[src/rtl/decode_pkg.sv]
// Shared RV32 decode constants: opcodes, format codes, funct3/funct7 values.
package decode_pkg;

    localparam int unsigned XLEN = 32;

    localparam logic [6:0] OP_OP       = 7'b0110011;
    localparam logic [6:0] OP_IMM      = 7'b0010011;
    localparam logic [6:0] OP_LOAD     = 7'b0000011;
    localparam logic [6:0] OP_JALR     = 7'b1100111;
    localparam logic [6:0] OP_SYSTEM   = 7'b1110011;
    localparam logic [6:0] OP_MISC_MEM = 7'b0001111;
    localparam logic [6:0] OP_STORE    = 7'b0100011;
    localparam logic [6:0] OP_BRANCH   = 7'b1100011;
    localparam logic [6:0] OP_LUI      = 7'b0110111;
    localparam logic [6:0] OP_AUIPC    = 7'b0010111;
    localparam logic [6:0] OP_JAL      = 7'b1101111;

    localparam logic [6:0] F7_BASE   = 7'b0000000;
    localparam logic [6:0] F7_ALT    = 7'b0100000;
    localparam logic [6:0] F7_MULDIV = 7'b0000001;

    localparam logic [2:0] F3_SLL = 3'b001;
    localparam logic [2:0] F3_SR  = 3'b101;

    typedef enum logic [2:0] {
        FMT_R    = 3'd0,
        FMT_I    = 3'd1,
        FMT_S    = 3'd2,
        FMT_B    = 3'd3,
        FMT_U    = 3'd4,
        FMT_J    = 3'd5,
        FMT_NONE = 3'd7
    } fmt_e;

endpackage

[src/rtl/decode_if.sv]
// Instruction input bus: the fetch side drives, the decoder consumes.
interface decode_if;
    import decode_pkg::*;

    logic [XLEN-1:0] instr;
    logic            instr_valid;

    modport master (output instr, output instr_valid);
    modport slave  (input  instr, input  instr_valid);
endinterface

[src/rtl/decode_imm_gen.sv]
// Builds the sign-extended immediate for the decoded instruction format.
module imm_gen
    import decode_pkg::*;
(
    input  logic [31:7]     instr,
    input  fmt_e            fmt,
    output logic [XLEN-1:0] imm_ext
);

    // Immediate bit scatter per format; R and NONE carry no immediate.
    always_comb begin
        imm_ext = '0;
        case (fmt)
            FMT_I: imm_ext = {{20{instr[31]}}, instr[31:20]};
            FMT_S: imm_ext = {{20{instr[31]}}, instr[31:25], instr[11:7]};
            FMT_B: imm_ext = {{19{instr[31]}}, instr[31], instr[7], instr[30:25],
                              instr[11:8], 1'b0};
            FMT_U: imm_ext = {instr[31:12], 12'b0};
            FMT_J: imm_ext = {{11{instr[31]}}, instr[31], instr[19:12], instr[20],
                              instr[30:21], 1'b0};
            default: imm_ext = '0;
        endcase
    end

endmodule

[src/rtl/decode.sv]
// RV32I(M) field decoder with combinational slices and a registered capture stage.
module decode
    import decode_pkg::*;
#(
    parameter bit EN_RV32M = 1'b0
)
(
    input  logic            clk,
    input  logic            reset,
    decode_if.slave         bus,
    output logic [6:0]      funct7,
    output logic [4:0]      rs2,
    output logic [4:0]      rs1,
    output logic [2:0]      funct3,
    output logic [4:0]      rd,
    output logic [6:0]      opcode,
    output logic [11:0]     imm_i,
    output logic [19:0]     imm_u,
    output logic [XLEN-1:0] imm_ext,
    output logic [2:0]      fmt,
    output logic            illegal,
    output logic            valid_q,
    output logic [2:0]      fmt_q,
    output logic [XLEN-1:0] imm_ext_q,
    output logic [4:0]      rd_q,
    output logic [4:0]      rs1_q,
    output logic [4:0]      rs2_q,
    output logic            illegal_q
);

    fmt_e fmt_c;
    logic r_f7_ok;
    logic sh_f7_ok;

    // Raw field slices; unknown bits flow straight through.
    assign funct7 = bus.instr[31:25];
    assign rs2    = bus.instr[24:20];
    assign rs1    = bus.instr[19:15];
    assign funct3 = bus.instr[14:12];
    assign rd     = bus.instr[11:7];
    assign opcode = bus.instr[6:0];
    assign imm_i  = bus.instr[31:20];
    assign imm_u  = bus.instr[31:12];
    assign fmt    = fmt_c;

    // Format selection from the major opcode.
    always_comb begin
        fmt_c = FMT_NONE;
        case (opcode)
            OP_OP:                                   fmt_c = FMT_R;
            OP_IMM, OP_LOAD, OP_JALR,
            OP_SYSTEM, OP_MISC_MEM:                  fmt_c = FMT_I;
            OP_STORE:                                fmt_c = FMT_S;
            OP_BRANCH:                               fmt_c = FMT_B;
            OP_LUI, OP_AUIPC:                        fmt_c = FMT_U;
            OP_JAL:                                  fmt_c = FMT_J;
            default:                                 fmt_c = FMT_NONE;
        endcase
    end

    assign sh_f7_ok = (funct7 == F7_BASE) || (funct7 == F7_ALT);
    assign r_f7_ok  = sh_f7_ok || (EN_RV32M && (funct7 == F7_MULDIV));

    // Legality: compressed/unknown opcodes, undefined funct3, bad funct7.
    always_comb begin
        illegal = 1'b0;
        if ((bus.instr[1:0] != 2'b11) || (fmt_c == FMT_NONE)) begin
            illegal = 1'b1;
        end
        case (opcode)
            OP_OP:       if (!r_f7_ok) illegal = 1'b1;
            OP_IMM:      if (((funct3 == F3_SLL) || (funct3 == F3_SR)) && !sh_f7_ok)
                             illegal = 1'b1;
            OP_LOAD:     if ((funct3 == 3'b011) || (funct3 == 3'b110) || (funct3 == 3'b111))
                             illegal = 1'b1;
            OP_STORE:    if (funct3[2] || (funct3 == 3'b011)) illegal = 1'b1;
            OP_BRANCH:   if ((funct3 == 3'b010) || (funct3 == 3'b011)) illegal = 1'b1;
            OP_JALR:     if (funct3 != 3'b000) illegal = 1'b1;
            OP_SYSTEM:   if (funct3 == 3'b100) illegal = 1'b1;
            OP_MISC_MEM: if (funct3[2:1] != 2'b00) illegal = 1'b1;
            default: ;
        endcase
    end

    imm_gen u_imm_gen (
        .instr   (bus.instr[31:7]),
        .fmt     (fmt_c),
        .imm_ext (imm_ext)
    );

    // Capture stage: valid_q tracks every cycle, data only on instr_valid.
    always_ff @(posedge clk) begin
        if (reset) begin
            valid_q   <= 1'b0;
            fmt_q     <= 3'd0;
            imm_ext_q <= '0;
            rd_q      <= 5'd0;
            rs1_q     <= 5'd0;
            rs2_q     <= 5'd0;
            illegal_q <= 1'b0;
        end else begin
            valid_q <= bus.instr_valid;
            if (bus.instr_valid) begin
                fmt_q     <= fmt_c;
                imm_ext_q <= imm_ext;
                rd_q      <= rd;
                rs1_q     <= rs1;
                rs2_q     <= rs2;
                illegal_q <= illegal;
            end
        end
    end

endmodule

[src/flat_wrapper.sv]
// flat-port wrapper written by rule: the top's interface ports become plain ports
module decode_flat import decode_pkg::*;
#(
    parameter bit EN_RV32M = 1'b0
)
  (clk, reset, funct7, rs2, rs1, funct3, rd, opcode, imm_i, imm_u, imm_ext, fmt, illegal, valid_q, fmt_q, imm_ext_q, rd_q, rs1_q, rs2_q, illegal_q, bus_instr, bus_instr_valid);
  decode_if bus_i ();
  input  logic clk;
  input  logic reset;
  output logic [6:0] funct7;
  output logic [4:0] rs2;
  output logic [4:0] rs1;
  output logic [2:0] funct3;
  output logic [4:0] rd;
  output logic [6:0] opcode;
  output logic [11:0] imm_i;
  output logic [19:0] imm_u;
  output logic [XLEN-1:0] imm_ext;
  output logic [2:0] fmt;
  output logic illegal;
  output logic valid_q;
  output logic [2:0] fmt_q;
  output logic [XLEN-1:0] imm_ext_q;
  output logic [4:0] rd_q;
  output logic [4:0] rs1_q;
  output logic [4:0] rs2_q;
  output logic illegal_q;
  input wire logic [$bits(bus_i.instr)-1:0] bus_instr;
  input wire logic [$bits(bus_i.instr_valid)-1:0] bus_instr_valid;
  assign bus_i.instr = bus_instr;
  assign bus_i.instr_valid = bus_instr_valid;
  decode #(.EN_RV32M(EN_RV32M)) u_core (.clk(clk), .reset(reset), .bus(bus_i), .funct7(funct7), .rs2(rs2), .rs1(rs1), .funct3(funct3), .rd(rd), .opcode(opcode), .imm_i(imm_i), .imm_u(imm_u), .imm_ext(imm_ext), .fmt(fmt), .illegal(illegal), .valid_q(valid_q), .fmt_q(fmt_q), .imm_ext_q(imm_ext_q), .rd_q(rd_q), .rs1_q(rs1_q), .rs2_q(rs2_q), .illegal_q(illegal_q));
endmodule
[config.mk]
export PLATFORM = sky130hd
export DESIGN_NAME = decode_flat
export DESIGN_NICKNAME = d
export VERILOG_FILES = /design/src/rtl/decode_pkg.sv /design/src/rtl/decode_if.sv /design/src/rtl/decode_imm_gen.sv /design/src/rtl/decode.sv /design/src/flat_wrapper.sv
export SDC_FILE = /design/constraint.sdc
export NUM_CORES = 1
export LEC_CHECK = 0
export BUFFER_PORTS_ARGS = -buffer_cell sky130_fd_sc_hd__buf_2
export CAP_MARGIN = 25
export CORE_MARGIN = 2
export CORE_UTILIZATION = 46
export CTS_CLUSTER_DIAMETER = 30
export DETAILED_ROUTE_END_ITERATION = 16
export GPL_ROUTABILITY_DRIVEN = 1
export PLACE_DENSITY = 0.88
export SLEW_MARGIN = 40
export SYNTH_ARGS = -nofsm -noshare
export SYNTH_HDL_FRONTEND = slang
export SYNTH_HIERARCHICAL = 1
export SYNTH_SLANG_ARGS = --single-unit
[constraint.sdc]
create_clock -name clk -period 6.1 [get_ports clk]
set_input_delay 0.61 -clock clk [delete_from_list [all_inputs] [get_ports clk]]
set_output_delay 0.61 -clock clk [all_outputs]
set_load 0.01 [all_outputs]
# Word-level counts from Yosys, hierarchy flattened
# Cells that the tools add are included.
# op_classes
n_eq_ne	26
muxes	12
reduce_logical	14
# op_table
cell	count
case mux 32 bit (5 select lines)	1
equality test 7 x 6 -> 1 bit (second input constant)	4
equality test 7 bit (second input constant)	4
equality test 3 bit (second input constant)	7
case mux 3 bit (6 select lines)	1
equality test 7 x 5 -> 1 bit (second input constant)	2
equality test 3 x 2 -> 1 bit (second input constant)	4
2-to-1 mux 1 bit	9
case mux 1 bit (8 select lines)	1
equality test 7 x 2 -> 1 bit (second input constant)	1
equality test 7 x 4 -> 1 bit (second input constant)	1
zero test 7 bit	1
logical OR 1 bit	7
equality test 3 x 1 -> 1 bit (second input constant)	2
OR reduction 5 bit	1
nonzero test 3 bit	1
!= test 2 bit (second input constant)	1
nonzero test 2 bit	1
OR reduction 2 bit	1
logical AND 1 bit	1
zero test 1 bit	1
# totals
regBits	52
output_inout_bits	152

# Depth between registers and ports, before layout
# Gate-level depths: netlist of the first run.
# logic_depth
ltp_word	8
depth_mapped	13

# Modules after synthesis
# Netlist of the first run, hierarchy kept.
# modules_own_cells
module	instances	cells_per_inst	area_per_inst_um2
decode	1	280	2586.2
imm_gen	1	66	390.4

# Worst setup path before layout of the first run
# OpenSTA, ideal clock, no wires.
# synth_timing
path_type	input port to output port
start	input port bus_instr[2]
end	output port imm_ext[20]
t_arrival_ps	2290
t_required_ps	5490
slack_ps	3200
cell_stages	11
cell_sequence	buf_2 or2_1 a21oi_1 a21oi_1 o21ai_1 nand3_1 buf_4 nor2b_4 o21ai_1 buf_2 o21ai_0
# synth_between
elab_chain_len	5
word_cells_on_any_way	20
classes_between	eq/ne: 16; mux: 2; reduce/logical: 2
# synth_lines
element	line_no	text
start, declared	flat_wrapper.sv:28	input wire logic [$bits(bus_i.instr)-1:0] bus_instr;
equality test 7 x 5 -> 1 bit (tied with other cells)	decode.sv:49	case (opcode)
OR reduction 5 bit / OR reduction 2 bit (equally long branches)	decode.sv:49	
case mux 3 bit (6 select lines) *	decode.sv:49	
net fmt[1]	flat_wrapper.sv:19	output logic [2:0] fmt;
equality test 3 bit (tied with other cells)	decode_imm_gen.sv:13	case (fmt)
case mux 32 bit (5 select lines) *	decode_imm_gen.sv:13	
end, declared	flat_wrapper.sv:18	output logic [XLEN-1:0] imm_ext;
# The timed path passes the listed nets; every way through them passes the cells marked *.

# Worst setup path in the final report of the first run
# layout_timing
start	input port bus_instr[2]
end	output port imm_ext[20]
# layout_between
elab_chain_len	5
word_cells_on_any_way	20
classes_between	eq/ne: 16; mux: 2; reduce/logical: 2
# layout_lines
element	line_no
equality test 7 x 5 -> 1 bit (tied with other cells)	decode.sv:49
OR reduction 5 bit / OR reduction 2 bit (equally long branches)	decode.sv:49
case mux 3 bit (6 select lines) *	decode.sv:49
equality test 3 bit (tied with other cells)	decode_imm_gen.sv:13
case mux 32 bit (5 select lines) *	decode_imm_gen.sv:13
# Every way passes the cells marked *; elsewhere a longest branch is shown, timed or not.

==> impl_metrics.tcl, run 1 <==
set metrics [dict create \
    worst_hold_path_type "reg2reg" \
    drive_gt1_share_pct 45.08 \
    yosysTopAreaCell "dfxtp_1" \
    design.die.area_sq_um 7130 \
    synth_common_cells "buf_4, nor2_1, dfxtp_1, mux2i_1, nand2_1" \
    ant_nets 0 \
    crit_chain "buf_2 -> and2b_1 -> a21oi_1 -> or4_4 -> nor2b_2 -> o21ai_1 -> o21ai_0 -> buf_2" \
    synth-seq-cells 52 \
    gr-total-overflow 0 \
    die_y_microns 84.44 \
    cts_tree "done" \
    status "finished, final reports clean" \
    post-dp-hpwl_microns 5824 \
    finalSetupViolations 0 \
    yosysSeqAreaShare_pct 34.97 \
    critPathBufInv 2 \
    clkSlewWorstSetupHoldPaths_ns 0.09 \
    synthFlopType "dfxtp_1" \
    cp_top_family "simple AND/OR/NAND/NOR gates" \
    timing.rr.end "u_core/illegal_q" \
    netlist.area_leader.share_pct 34.97 \
    post_cts.repair.setup_buffers 0 \
    rrSetupSlack_ns 5.35 \
    hold_end "u_core/fmt_q[0]" \
    worstMarginPinSlew_ns 0.8123 \
    die_x_microns 84.44 \
    globalRouteTotalUtil_pct 21.02 \
    ios 187 \
    endpoint_kind "output port" \
    fmax_ghz 0.2750 \
    finalWorstSetupSlack_ns 2.464 \
    fin_crit_sh_pct 59.61 \
    gp_congestion 0.9618 \
    cp_slowest_cell "o21ai_1" \
    grt_pass1_wl_microns 12300 \
    clk_latency_ns 0.29 \
    area_growth_syn_to_layout_pct 19.08 \
    drt_pass1_iterations 5 \
    cpMostUsedCell "buf_2" \
    htreeDepth 2 \
    maxCapViolations 0 \
    vdd_ir_drop_max_v 0.0001318 \
    maxSlewHeadroom_pct 45.48 \
    syn-cell-area_sq_um 2977 \
    min_from "u_core/fmt_q[0]" \
    crit_fanout 12 \
    max_stage_delay_ns 0.65 \
    cp.arrival_ns 3.03 \
    num_vias 2766 \
    nets 491 \
    drtIter0Drc 125 \
    cp.required_ns 5.49 \
    antenna_cells 0 \
    clock_sinks 52 \
    cellPowerDensity_nw_per_um2 204.2 \
    routed_wirelength_microns 7948 \
    postCtsHoldBufs 0 \
    rsz0062_at_grt "false" \
    coreArea_sq_um 6314 \
    grt_max_degree 55 \
    cts.path.max_buffers 2 \
    crit_type "in2out" \
    r2r_cells 2 \
    synth_cell_types 39 \
    fin_skew_ns 0 \
    core.rowCount 29 \
    async_flop_share_pct 0 \
    yosysMostFrequentCell "buf_4" \
    antenna_found_initial 0 \
    cts_buffers 5 \
    p_leak_uw 0.001987 \
    drc_errors 0 \
    root_buffer "clkbuf_8" \
    holdPathStages 2 \
    synthCells 346 \
    finalHoldViolations 0 \
    grt_pass1_vias 2532 \
    critPathLaunchType "input pin" \
    ys_warn_count 6 \
    initial_utilization_pct 47.15 \
    portBuffers 186 \
    r2r-start "u_core/illegal_q" \
    drv_slew 0 \
    cts_resized 0 \
    routed_via_density 5.180 \
    synth_edf_count 0 \
    dpl_worst_slack_ns 2.484 \
    setup-tns-final_ns 0 \
    synthTopCellsByArea "dfxtp_1, buf_4, mux2i_1, nor2_1, o21ai_0" \
    period_needed_ns 3.636 \
    synth_nets 381 \
    syn_area_per_cell_sq_um 8.603 \
    wl_per_cell_microns 14.88 \
]
-- layer usage --
metal / GRT usage [%] / wire (microns) / vias to the layer above
li1: - / - / 1315
met1: 25.27 / 3123 / 1286
met2: 38.10 / 4063 / 157
met3: 4.720 / 709 / 8
met4: 5.051 / 51 / 0
met5: 0 / 0 / -
-- layout make-up --
cell class	count	area (sq um)
well taps	77	96.34
clock inverters	2	13.76
multi-input cells	207	1351
clock buffers	6	82.58
fillers	575	2769
flip-flops and latches	52	1041
inverters	2	7.507
repair buffers	188	952.2
-- flip-flops by register name, summed over array words and instances, names as in the netlist --
name	flops
u_core/imm_ext_q	32
u_core/rd_q	5
u_core/rs1_q	5
u_core/rs2_q	5
u_core/fmt_q	3
u_core/illegal_q	1
u_core/valid_q	1
-- metrics by stage --
| stage | std cells | power [uW] | instance area, sq um | util, % | hold WS [ns] |
|---|---|---|---|---|---|
| 2_1_floorplan | 346 | 478.5 | 2977 | - | 0.5032 |
| 3_3_place_gp | 526 | 518.8 | 3438 | 54.46 | 0.4689 |
| 3_5_place_dp | 526 | 522.3 | 3441 | 54.50 | 0.4745 |
| 4_1_cts | 534 | 730.9 | 3537 | 56.02 | 0.5008 |
| 5_1_grt | 534 | 760.3 | 3545 | 56.14 | 0.5286 |
| 6_report | 534 | 724.0 | 3545 | 56.14 | 0.4970 |
-- power by group --
| part | switching (uW) | internal [uW] |
|---|---|---|
| logic | 93.3 | 64.0 |
| clock network | 116 | 93.1 |
| registers | 5.77 | 352 |
-- layout by cell type, fill, tap and decap left out, types with 2 or more instances in the layout --
cell	count
buf_2	185
nor2_1	57
dfxtp_1	52
mux2i_1	49
nand2_1	18
o21ai_0	15
a21oi_1	8
a21o_1	8
and2_1	7
clkbuf_8	6
o21ai_1	4
nor2b_1	3
o21bai_1	3
nand2b_1	3
a22o_1	3
buf_4	2
and2b_1	2
or4_4	2
inv_1	2
or2_1	2
nor3b_1	2
nand3_1	2
a311oi_1	2
-- worst reg2reg max path, stage by stage, from the launching register on --
cell	delay, ns
dfxtp_1	0.34
nor2_1	0.04
a311oi_1	0.28
-- logic make-up after synthesis --
kind of cell | share of synthesized area, %
simple gates | 17.28
mux | 16.48
compound gates | 11.52
flops | 34.97
buf+inv | 19.76
-- worst max-delay path by stage --
stage / cells after the start / slack, ns / startpoint / to
6_report: 8 / 2.46 / bus_instr[2] / imm_ext[20]
5_1_grt: 10 / 2.25 / bus_instr[2] / imm_ext[20]
4_1_cts: 10 / 2.48 / bus_instr[2] / imm_ext[20]
3_5_place_dp: 10 / 2.48 / bus_instr[2] / imm_ext[20]
3_3_place_gp: 10 / 2.58 / bus_instr[2] / imm_ext[30]
2_1_floorplan: 11 / 3.20 / bus_instr[2] / imm_ext[20]
No activity file was read; power rests on OpenSTA's default activity.
==> run 2, diff against run 1 <==
--- a/config.mk
+++ b/config.mk
@@ -5,14 +5,15 @@
 export SDC_FILE = /design/constraint.sdc
 export NUM_CORES = 1
 export LEC_CHECK = 0
+export ABC_AREA = 1
 export BUFFER_PORTS_ARGS = -buffer_cell sky130_fd_sc_hd__buf_2
 export CAP_MARGIN = 25
 export CORE_MARGIN = 2
-export CORE_UTILIZATION = 46
+export CORE_UTILIZATION = 39
 export CTS_CLUSTER_DIAMETER = 30
 export DETAILED_ROUTE_END_ITERATION = 16
 export GPL_ROUTABILITY_DRIVEN = 1
-export PLACE_DENSITY = 0.88
+export PLACE_DENSITY = 0.79
 export SLEW_MARGIN = 40
 export SYNTH_ARGS = -nofsm -noshare
 export SYNTH_HDL_FRONTEND = slang
==> constraint.sdc (replaced) <==
create_clock -name clk -period 3.1 [get_ports clk]
set_input_delay 0.31 -clock clk [delete_from_list [all_inputs] [get_ports clk]]
set_output_delay 0.31 -clock clk [all_outputs]
set_load 0.01 [all_outputs]
==> run 2 against run 1 <==
Via count increased by 18%. Largest power group unchanged. Critical endpoint is now imm_ext[24]. Largest cell class unchanged. Clock-buffer cell count increased by 1. Combinational power increased by 140%. Critical path type unchanged. Routed wire length increased by 24%. Total power increased by 110%.
==> impl_metrics.tcl, run 2 <==
set metrics [dict create \
    synthFlopType "dfxtp_1" \
    clock_sinks 52 \
    timing.rr.end "u_core/fmt_q[1]" \
    cts_tree "done" \
    postCtsHoldBufs 0 \
    drt_pass1_iterations 5 \
    cts.path.max_buffers 2 \
    status "finished, final reports clean" \
    crit_cells 11 \
    setup-tns-final_ns 0 \
    crit_type "in2out" \
    async_flop_share_pct 0 \
    synth_edf_count 0 \
    synthTopCellsByArea "dfxtp_1, buf_4, nor2_1, o21ai_0, nand3_1" \
    p_leak_uw 0.002099 \
    root_buffer "clkbuf_8" \
    finalHoldViolations 0 \
    die_y_microns 92.71 \
    layout_commonest_cell "buf_2" \
    antenna_found_initial 0 \
    netlist.area_leader.share_pct 33.92 \
    maxSlewHeadroom_pct 56.88 \
    synth_common_cells "nor2_1, buf_4, o21ai_0, dfxtp_1, nand3_1" \
    multi_input_area_sq_um 1319 \
    clkSlewWorstSetupHoldPaths_ns 0.09 \
    fill_cells 805 \
    grt_pass1_wl_microns 14900 \
    worst_hold_path_type "in2reg" \
    syn-cell-area_sq_um 3069 \
    critPathBufInv 4 \
    cp_top_family "simple AND/OR/NAND/NOR gates" \
    clk_latency_ns 0.30 \
    portBuffers 186 \
    ios 187 \
    synthCells 451 \
    drtIter0Drc 210 \
    period_needed_ns 2.875 \
    final_util_pct 47.54 \
    r2r-start "u_core/fmt_q[1]" \
    yosysTopAreaCell "dfxtp_1" \
    routed_wirelength_microns 9854 \
    synth_nets 486 \
    seqCellArea_sq_um 1041 \
    num_vias 3262 \
    worstMarginPinSlew_ns 0.6443 \
    cts_resized 0 \
    fin_crit_sh_pct 92.75 \
    cellPowerDensity_nw_per_um2 413.4 \
    finalSetupViolations 0 \
    nets 596 \
    critPathCapture "imm_ext[24]" \
    fmax_ghz 0.3478 \
    globalRouteTotalUtil_pct 21.93 \
    yosysMostFrequentCell "nor2_1" \
    synth_cell_types 27 \
    drc_errors 0 \
    design.die.area_sq_um 8595 \
    drv_slew 0 \
    core.rowCount 32 \
    endpoint_kind "output port" \
    largest_register_ffs 32 \
    rrSetupSlack_ns 2.43 \
    critPathLaunchType "input pin" \
    grt_pass1_vias 2895 \
    max_stage_delay_ns 0.46 \
    gp_congestion 0.8608 \
    coreArea_sq_um 7687 \
    post_cts.repair.setup_buffers 0 \
    regMostFlops "u_core/imm_ext_q" \
    maxCapViolations 0 \
    routed_via_density 4.913 \
    post-dp-hpwl_microns 7590 \
    fin_skew_ns 0 \
    cp_slowest_cell "nand4_1" \
    r2r_cells 2 \
    drive_gt1_share_pct 40.21 \
    grt_max_degree 54 \
    ant_nets 0 \
    cts_buffers 5 \
    crit_chain "buf_2 -> inv_2 -> nand2_1 -> nor2_4 -> o211ai_1 -> nand3_4 -> nand2_1 -> inv_2 -> nand4_1 -> nand3_1 -> buf_2" \
    final_cell_mix "buf_2, nor2_1, o21ai_0, dfxtp_1, nand3_1" \
    gr-total-overflow 0 \
    htreeDepth 2 \
    cp.arrival_ns 2.57 \
    vdd_ir_drop_max_v 0.0001800 \
    rsz0062_at_grt "false" \
    antenna_cells 0 \
    yosysSeqAreaShare_pct 33.92 \
    initial_utilization_pct 39.93 \
    cp.required_ns 2.79 \
    ys_warn_count 6 \
    area_growth_syn_to_layout_pct 19.08 \
    critPathLaunch "bus_instr[3]" \
    die_x_microns 92.71 \
    wl_per_cell_microns 14.84 \
    syn_area_per_cell_sq_um 6.805 \
    crit_fanout 20 \
    synth-seq-cells 52 \
]
[run 2: cell types whose count changed after synthesis, moves of 6 or more]
cell	delta
nand2_1	+17
inv_1	+15
and2_1	-7
nor2_1	+60
nand3_1	+48
nand2_2	+6
a21o_1	-8
mux2i_1	-49
inv_2	+7
o21ai_0	+39
a21oi_1	-6
[run 2: layout make-up]
cell class / count / area share (%)
clock buffer: 7 / 2.362
clock inverter: 1 / 0.2054
inverter: 24 / 2.465
multi-input combinational: 285 / 36.08
sequential: 52 / 28.48
tap: 102 / 3.492
timing repair buffer: 193 / 26.91
[run 2: stage by stage]
step / power [uW] / instance area (sq um) / hold WS, ns / std cells / setup slack [ns]
floorplan: 994.2 / 3069 / 0.3939 / 451 / 1.081
global placement: 1115 / 3561 / 0.4617 / 656 / 0.4515
detailed placement: 1121 / 3561 / 0.4641 / 656 / 0.2947
CTS: 1530 / 3655 / 0.1806 / 664 / 0.2881
global route: 1606 / 3655 / 0.1852 / 664 / 0.06312
finish: 1511 / 3655 / 0.1882 / 664 / 0.2246
[run 2: cells by family after synthesis]
group,Yosys count,synth area share (%)
simple gates,223,32.29
buf+inv,114,23.11
flops,52,33.92
compound gates,62,10.68
[run 2: where the power goes]
part / leakage (uW) / internal (uW) / switching [uW]
registers: 0.000430 / 710 / 18.9
clock network: 0.0000445 / 182 / 224
logic: 0.00162 / 134 / 242
[run 2: routing by layer]
metal | vias to the layer above | track usage [%] | share of wire, %
met5 | - | 0 | 0
met4 | 0 | 5.760 | 1.6
met3 | 13 | 3.011 | 7.3
met2 | 171 | 38.99 | 49
met1 | 1486 | 27.85 | 42
li1 | 1592 | - | -
[run 2: worst min path at each step]
stage | from | endpoint | slack (ns) | depth (start not counted)
floorplan | reset | u_core/valid_q | 0.39 | 1
finish | reset | u_core/valid_q | 0.19 | 2
detailed placement | u_core/fmt_q[0] | u_core/fmt_q[0] | 0.46 | 2
global route | reset | u_core/valid_q | 0.19 | 2
CTS | reset | u_core/valid_q | 0.18 | 2
global placement | u_core/fmt_q[0] | u_core/fmt_q[0] | 0.46 | 2
